File: src/rtl/mvm_out_collector_if.sv
// Handshake bundle between the vector-matrix multiply output stage and its consumer.
// The slave modport is the collector's view. The master modport is the driver/consumer view.
interface mvm_out_collector_if #(
    parameter int DW     = 8,
    parameter int TOUT   = 8,
    parameter int H_W    = 10,
    parameter int T_W    = 8,
    parameter int ADDR_W = 18
);
    localparam int WW = DW * TOUT;

    logic              start;
    logic [H_W-1:0]    height;
    logic [T_W-1:0]    wout_tiles;
    logic              in_vld;
    logic [WW-1:0]     in_dat;
    logic              out_vld;
    logic              out_rdy;
    logic [WW-1:0]     out_dat;
    logic [ADDR_W-1:0] out_addr;
    logic              out_last;
    logic              almost_full;
    logic              busy;
    logic              done;
    logic              err;

    modport slave (
        input  start, height, wout_tiles, in_vld, in_dat, out_rdy,
        output out_vld, out_dat, out_addr, out_last, almost_full, busy, done, err
    );

    modport master (
        output start, height, wout_tiles, in_vld, in_dat, out_rdy,
        input  out_vld, out_dat, out_addr, out_last, almost_full, busy, done, err
    );
endinterface

File: src/rtl/mvm_out_collector.sv
// Output collector for the vector-matrix multiply top.
// The stage absorbs a result stream that cannot be stalled into a small FIFO and drains it over
// valid/ready, with the word address and an end-of-layer flag. It raises almost_full so that
// upstream can throttle, and it flags a sticky error whenever a word has to be dropped.
module mvm_out_collector #(
    parameter int DW        = 8,
    parameter int TOUT      = 8,
    parameter int DEPTH     = 16,
    parameter int AF_MARGIN = 4,
    parameter int H_W       = 10,
    parameter int T_W       = 8,
    parameter int ADDR_W    = 18
) (
    input  logic                clk,
    input  logic                rst_n,
    mvm_out_collector_if.slave  bus
);
    localparam int WW = DW * TOUT;
    localparam int AW = $clog2(DEPTH);
    localparam int CW = AW + 1;
    localparam int TW = H_W + T_W;

    typedef enum logic [1:0] {
        ST_IDLE = 2'd0,
        ST_RUN  = 2'd1,
        ST_DONE = 2'd2
    } state_t;

    state_t          state_r;
    state_t          state_nxt_s;

    logic [WW-1:0]   mem_r [DEPTH];
    logic [AW-1:0]   wptr_r;
    logic [AW-1:0]   rptr_r;
    logic [CW-1:0]   count_r;
    logic [TW-1:0]   in_cnt_r;
    logic [TW-1:0]   out_cnt_r;
    logic [TW-1:0]   total_r;
    logic            err_r;

    logic [TW-1:0]   total_new_s;
    logic            vld_s;
    logic            pop_s;
    logic            push_s;
    logic            drop_s;
    logic            head_last_s;
    logic [CW-1:0]   free_s;

    // The layer size is computed at full width so that the largest height*tiles cannot wrap.
    assign total_new_s = TW'(bus.height) * TW'(bus.wout_tiles);

    assign vld_s  = (count_r != CW'(0));
    assign pop_s  = vld_s && bus.out_rdy;

    // A start cycle only flushes, so a word arriving with it is discarded without an error.
    // A full FIFO can still take a word when the head leaves in the same cycle.
    assign push_s = bus.in_vld && !bus.start && (state_r == ST_RUN) &&
                    (in_cnt_r < total_r) && ((count_r != CW'(DEPTH)) || pop_s);
    assign drop_s = bus.in_vld && !bus.start && !push_s;

    // out_cnt is always below total while a word is buffered, so the +1 form cannot underflow.
    assign head_last_s = vld_s && ((out_cnt_r + TW'(1)) == total_r);

    assign free_s = CW'(DEPTH) - count_r;

    assign bus.out_vld     = vld_s;
    assign bus.out_dat     = mem_r[rptr_r];
    assign bus.out_addr    = ADDR_W'(out_cnt_r);
    assign bus.out_last    = head_last_s;
    assign bus.almost_full = (free_s <= CW'(AF_MARGIN));
    assign bus.busy        = (state_r == ST_RUN);
    assign bus.done        = (state_r == ST_DONE);
    assign bus.err         = err_r;

    // Layer state register.
    always_ff @(posedge clk or negedge rst_n) begin
        if (!rst_n) begin
            state_r <= ST_IDLE;
        end else begin
            state_r <= state_nxt_s;
        end
    end

    // Next-state logic. start overrides everything. DONE lasts exactly one cycle.
    always_comb begin
        state_nxt_s = state_r;
        if (bus.start) begin
            if (total_new_s == TW'(0)) begin
                state_nxt_s = ST_DONE;
            end else begin
                state_nxt_s = ST_RUN;
            end
        end else begin
            case (state_r)
                ST_IDLE: state_nxt_s = ST_IDLE;
                ST_RUN: begin
                    if (pop_s && head_last_s) begin
                        state_nxt_s = ST_DONE;
                    end else begin
                        state_nxt_s = ST_RUN;
                    end
                end
                ST_DONE: state_nxt_s = ST_IDLE;
                default: state_nxt_s = ST_IDLE;
            endcase
        end
    end

    // FIFO pointers, occupancy, layer counters and the sticky drop flag.
    always_ff @(posedge clk or negedge rst_n) begin
        if (!rst_n) begin
            wptr_r    <= AW'(0);
            rptr_r    <= AW'(0);
            count_r   <= CW'(0);
            in_cnt_r  <= TW'(0);
            out_cnt_r <= TW'(0);
            total_r   <= TW'(0);
            err_r     <= 1'b0;
        end else if (bus.start) begin
            wptr_r    <= AW'(0);
            rptr_r    <= AW'(0);
            count_r   <= CW'(0);
            in_cnt_r  <= TW'(0);
            out_cnt_r <= TW'(0);
            total_r   <= total_new_s;
            err_r     <= 1'b0;
        end else begin
            if (push_s) begin
                wptr_r   <= wptr_r + AW'(1);
                in_cnt_r <= in_cnt_r + TW'(1);
            end
            if (pop_s) begin
                rptr_r    <= rptr_r + AW'(1);
                out_cnt_r <= out_cnt_r + TW'(1);
            end
            if (push_s && !pop_s) begin
                count_r <= count_r + CW'(1);
            end else if (pop_s && !push_s) begin
                count_r <= count_r - CW'(1);
            end
            if (drop_s) begin
                err_r <= 1'b1;
            end
        end
    end

    // Storage array. It is cleared on reset so that the head data reads zero out of reset.
    always_ff @(posedge clk or negedge rst_n) begin
        if (!rst_n) begin
            for (int i = 0; i < DEPTH; i++) begin
                mem_r[i] <= {WW{1'b0}};
            end
        end else if (push_s) begin
            mem_r[wptr_r] <= bus.in_dat;
        end
    end
endmodule
File: src/flat_wrapper.sv
// flat-port wrapper written by rule: the top's interface ports become plain ports
module mvm_out_collector_flat 
#(
    parameter int DW        = 8,
    parameter int TOUT      = 8,
    parameter int DEPTH     = 16,
    parameter int AF_MARGIN = 4,
    parameter int H_W       = 10,
    parameter int T_W       = 8,
    parameter int ADDR_W    = 18
)
  (clk, rst_n, bus_start, bus_height, bus_wout_tiles, bus_in_vld, bus_in_dat, bus_out_rdy, bus_out_vld, bus_out_dat, bus_out_addr, bus_out_last, bus_almost_full, bus_busy, bus_done, bus_err);
  mvm_out_collector_if #(.DW(DW), .TOUT(TOUT), .H_W(H_W), .T_W(T_W), .ADDR_W(ADDR_W)) bus_i ();
  input  logic clk;
  input  logic rst_n;
  input wire logic [$bits(bus_i.start)-1:0] bus_start;
  input wire logic [$bits(bus_i.height)-1:0] bus_height;
  input wire logic [$bits(bus_i.wout_tiles)-1:0] bus_wout_tiles;
  input wire logic [$bits(bus_i.in_vld)-1:0] bus_in_vld;
  input wire logic [$bits(bus_i.in_dat)-1:0] bus_in_dat;
  input wire logic [$bits(bus_i.out_rdy)-1:0] bus_out_rdy;
  output wire logic [$bits(bus_i.out_vld)-1:0] bus_out_vld;
  output wire logic [$bits(bus_i.out_dat)-1:0] bus_out_dat;
  output wire logic [$bits(bus_i.out_addr)-1:0] bus_out_addr;
  output wire logic [$bits(bus_i.out_last)-1:0] bus_out_last;
  output wire logic [$bits(bus_i.almost_full)-1:0] bus_almost_full;
  output wire logic [$bits(bus_i.busy)-1:0] bus_busy;
  output wire logic [$bits(bus_i.done)-1:0] bus_done;
  output wire logic [$bits(bus_i.err)-1:0] bus_err;
  assign bus_i.start = bus_start;
  assign bus_i.height = bus_height;
  assign bus_i.wout_tiles = bus_wout_tiles;
  assign bus_i.in_vld = bus_in_vld;
  assign bus_i.in_dat = bus_in_dat;
  assign bus_i.out_rdy = bus_out_rdy;
  assign bus_out_vld = bus_i.out_vld;
  assign bus_out_dat = bus_i.out_dat;
  assign bus_out_addr = bus_i.out_addr;
  assign bus_out_last = bus_i.out_last;
  assign bus_almost_full = bus_i.almost_full;
  assign bus_busy = bus_i.busy;
  assign bus_done = bus_i.done;
  assign bus_err = bus_i.err;
  mvm_out_collector #(.DW(DW), .TOUT(TOUT), .DEPTH(DEPTH), .AF_MARGIN(AF_MARGIN), .H_W(H_W), .T_W(T_W), .ADDR_W(ADDR_W)) u_core (.clk(clk), .rst_n(rst_n), .bus(bus_i));
endmodule
File: config.mk
export PLATFORM = sky130hd
export DESIGN_NAME = mvm_out_collector_flat
export DESIGN_NICKNAME = d
export VERILOG_FILES = /design/src/rtl/mvm_out_collector_if.sv /design/src/rtl/mvm_out_collector.sv /design/src/flat_wrapper.sv
export SDC_FILE = /design/constraint.sdc
export NUM_CORES = 2
export LEC_CHECK = 0
export CAP_MARGIN = 20
export CORE_ASPECT_RATIO = 0.5
export CORE_UTILIZATION = 55
export DETAILED_ROUTE_END_ITERATION = 8
export GPL_ROUTABILITY_DRIVEN = 1
export PLACE_DENSITY_LB_ADDON = 0.08
export SYNTH_ARGS = -nofsm -noshare
export SYNTH_HDL_FRONTEND = slang
export SYNTH_SLANG_ARGS = --single-unit
File: constraint.sdc
create_clock -name clk -period 3.3 [get_ports clk]
set_clock_uncertainty 0.05 [all_clocks]
set_input_delay 0.33 -clock clk [delete_from_list [all_inputs] [get_ports clk]]
set_output_delay 0.33 -clock clk [all_outputs]
set_load 0.01 [all_outputs]
==> impl_metrics.tcl <==
set metrics [dict create \
    status "finished with violations" \
    failed_checks "setup timing" \
    p_seq_frac 0.381 \
    synthCells 3945 \
    grt_max_degree 99 \
    area_growth_pct 20.5 \
    slew_viol_final 0 \
    io_buffers 174 \
    layout-drive-gt1-share 0.460 \
    power.switching_mw 12.0 \
    place_inst 5328 \
    p_comb_frac 0.315 \
    drc 0 \
    via_count 34500 \
    yosysWarnings 0 \
    yosys-top-cells-area "dfrtp_1 51%, mux2_2 22%, mux4_2 5.4%, mux2i_1 3.7%, fa_1 1.8%" \
    clk_latency_ps 710 \
    power_frac_clock 0.305 \
    die_width_um 443 \
    cts.sinks 1094 \
    avgRoutedWirePerCell_um 25.2 \
    rsz0062_at_grt "yes" \
    wirelength_met1_mm 65.8 \
    tritoncts "done" \
    grt.total_usage 0.288 \
    cts.clk_slew.worst_paths_ps 60 \
    max_freq_mhz 260 \
    start_kind "input port" \
    setup_ws_ps -543 \
    hp-class "input port to register" \
    via_per_inst 6.15 \
    async_flop_share 1.00 \
    grt_pass1_vias 36100 \
    slew_headroom 0.539 \
    synth_area_mm2 0.0535 \
    powerDensity_mw_per_mm2 636 \
    cp_data_required_time_ps 3850 \
    antenna_found_initial 8 \
    synth_edf_count 0 \
    wl_met2_mm 66.4 \
    worstSetupPathType "input port to register" \
    top_layer_used "met5" \
    place_hpwl_mm 82.0 \
    grt_pass1_wl_mm 218 \
    peakVddDrop_uv 391 \
    dieArea_mm2 0.0987 \
    start_util 0.558 \
    gp_congestion 0.798 \
    layout_worst_path_cycle_share 1.16 \
    crit_path_end_kind "register" \
    synthFlopType "dfrtp_1" \
    cts_root_buf "clkbuf_16" \
    cts_buffers 97 \
    min_period_ps 3840 \
    hold_ws_ps 78.7 \
    yosysUniqueCellTypes 66 \
    arrival_ps 4390 \
    finalNonFillerCells 5617 \
    dr_wl_met3_mm 6.39 \
    syn_nets 4148 \
    synthDominantAreaCellType "dfrtp_1" \
    overflow 0 \
    ys_ff_latch 1094 \
    nets 4467 \
    p_sw_frac 0.293 \
    finalHoldViolCount 0 \
    worstMarginPinSlew_ps 689 \
    synth_top_area_frac 0.511 \
    fp-row-count 80 \
    drtAntennaViolNets 0 \
    yosysMostFrequentCell "dfrtp_1" \
    syn_avg_cell_area_um2 13.6 \
    first_pass_iters 5 \
    first_iter_violations 2455 \
    yosysSeqAreaShare 0.511 \
    cts_max_level 3 \
    max_cap_violations 0 \
    finalSetupViolCount 14 \
    synth_commonest_cells "1094 x dfrtp_1, 1064 x mux2_2, 198 x mux2i_1" \
    num_io_pins 175 \
    routed_wl_mm 142 \
    die_h_um 223 \
    cp_max_fo 7 \
    p_int_mw 29.1 \
    core_area_mm2 0.0959 \
    power_leakage_nw 30.1 \
    cts.path.max_buffers 3 \
]
[cell usage in the layout, fill, tap and decap left out, types with 22 or more instances in the layout]
cell type | synthesis | layout
and2_1 | 46 | 44
fa_1 | 49 | 44
clkbuf_2 | 0 | 26
mux4_2 | 128 | 128
nand3_1 | 25 | 22
buf_4 | 24 | 196
mux2_1 | 28 | 28
buf_2 | 79 | 24
a21oi_1 | 105 | 90
a221oi_2 | 0 | 44
xnor2_1 | 26 | 22
clkdlybuf4s50_1 | 0 | 89
nor2_1 | 45 | 41
inv_1 | 100 | 92
nand2_1 | 160 | 127
mux2_2 | 1064 | 1060
ha_1 | 67 | 56
buf_6 | 8 | 46
o21ai_1 | 0 | 74
dfrtp_1 | 1094 | 1086
mux2i_1 | 198 | 197
buf_12 | 0 | 92
a22oi_1 | 65 | 49
clkbuf_16 | 0 | 105
o21ai_0 | 164 | 72
nand2_2 | 0 | 23
[layout make-up]
class | instances | area (um2)
antenna | 2 | 5.00
clock buffer | 137 | 2820
clock inverter | 42 | 672
fill | 6797 | 31300
inverter | 100 | 375
multi-input combinational | 2440 | 25600
sequential | 1094 | 27400
tap | 1271 | 1590
timing repair buffer | 531 | 6120
[per-stage QoR]
stage	total power, mW	TNS, ps	util	cell area [um2]	worst slack [ps]
4_1_cts	40.5	-3560	0.666	63900	-593
5_1_grt	42.8	-5950	0.673	64500	-643
3_3_place_gp	26.8	-21180	0.612	58700	-1900
3_5_place_dp	27.0	-21990	0.612	58700	-2020
2_1_floorplan	22.4	-7440	-	53900	-1170
6_report	41.1	-2520	0.673	64500	-543
[power groups by stage]
| stage | Clock [mW] | Combinational, mW | Sequential [mW] |
|---|---|---|---|
| 2_1_floorplan | 0 | 6.80 | 15.6 |
| 3_3_place_gp | 0 | 11.0 | 15.8 |
| 3_5_place_dp | 0 | 11.1 | 15.9 |
| 4_1_cts | 12.7 | 12.2 | 15.6 |
| 5_1_grt | 13.2 | 13.8 | 15.8 |
| 6_report | 12.5 | 12.9 | 15.6 |
[final timing paths]
path                                      from           endpoint  slack, ps  cells past startpoint
setup / recovery                 bus_height[5]  u_core.state_r[0]       -540                     15
hold / removal               bus_wout_tiles[0]  u_core.total_r[0]         80                      4
setup reg to reg           u_core.in_cnt_r[11]  u_core.mem_r[921]         80                     11
hold reg to reg              u_core.mem_r[140]  u_core.mem_r[140]        440                      1
max in group asynchronous                rst_n  u_core.mem_r[299]       1840                      4
min in group asynchronous                rst_n  u_core.mem_r[887]        140                      2
[worst max-delay path: stages]
cell and delay (ps):
buf_12 100, nand2_4 50, fa_1 570, fa_1 470, fa_1 520, fa_1 510, inv_2 40, ha_4 210
a21o_1 180, a31o_4 230, o21a_4 210, o221a_4 220, nor4b_2 260, nand4b_1 190, o31a_1 290
[logic make-up (layout without fill, tap and decap cells)]
| family | Yosys count | after routing | share of synthesized area |
|---|---|---|---|
| multiplexers | 1418 | 1418 | 0.320 |
| flip-flops | 1094 | 1094 | 0.511 |
| AO/OA/AOI/OAI | 473 | 473 | 0.0566 |
| buffers and inverters | 411 | 810 | 0.0335 |
| AND/OR/NAND/NOR | 390 | 390 | 0.0372 |
| adder cells (fa/ha/maj) | 116 | 116 | 0.0340 |
| XOR/XNOR | 43 | 43 | 0.00703 |
| other | 0 | 2 | 0 |
[per-layer routing]
| layer | GRT usage | up-vias |
|---|---|---|
| li1 | - | 15100 |
| met1 | 0.424 | 18500 |
| met2 | 0.452 | 747 |
| met3 | 0.0460 | 209 |
| met4 | 0.0619 | 8 |
| met5 | 0 | - |
[flip-flops by register name (all words and copies together) (netlist names)]
register and cells:
u_core.mem_r 1024, u_core.wptr_r 4, u_core.count_r 5, u_core.total_r 18, u_core.in_cnt_r 18, u_core.state_r 2
u_core.rptr_r 4, u_core.bus.out_addr 18, u_core.bus.err 1
[repair_timing]
| action | CTS | global route |
|---|---|---|
| setup endpoints to repair | 79 | 194 |
| gates resized for setup | 400 | 260 |
| gates cloned | 18 | 5 |
| setup buffers | 56 | 36 |
| hold buffers | 1 | 0 |
| hold endpoints to repair | 42 | 0 |
| pin swaps | 81 | 129 |
Note: power is estimated with default switching activity, not from simulation.
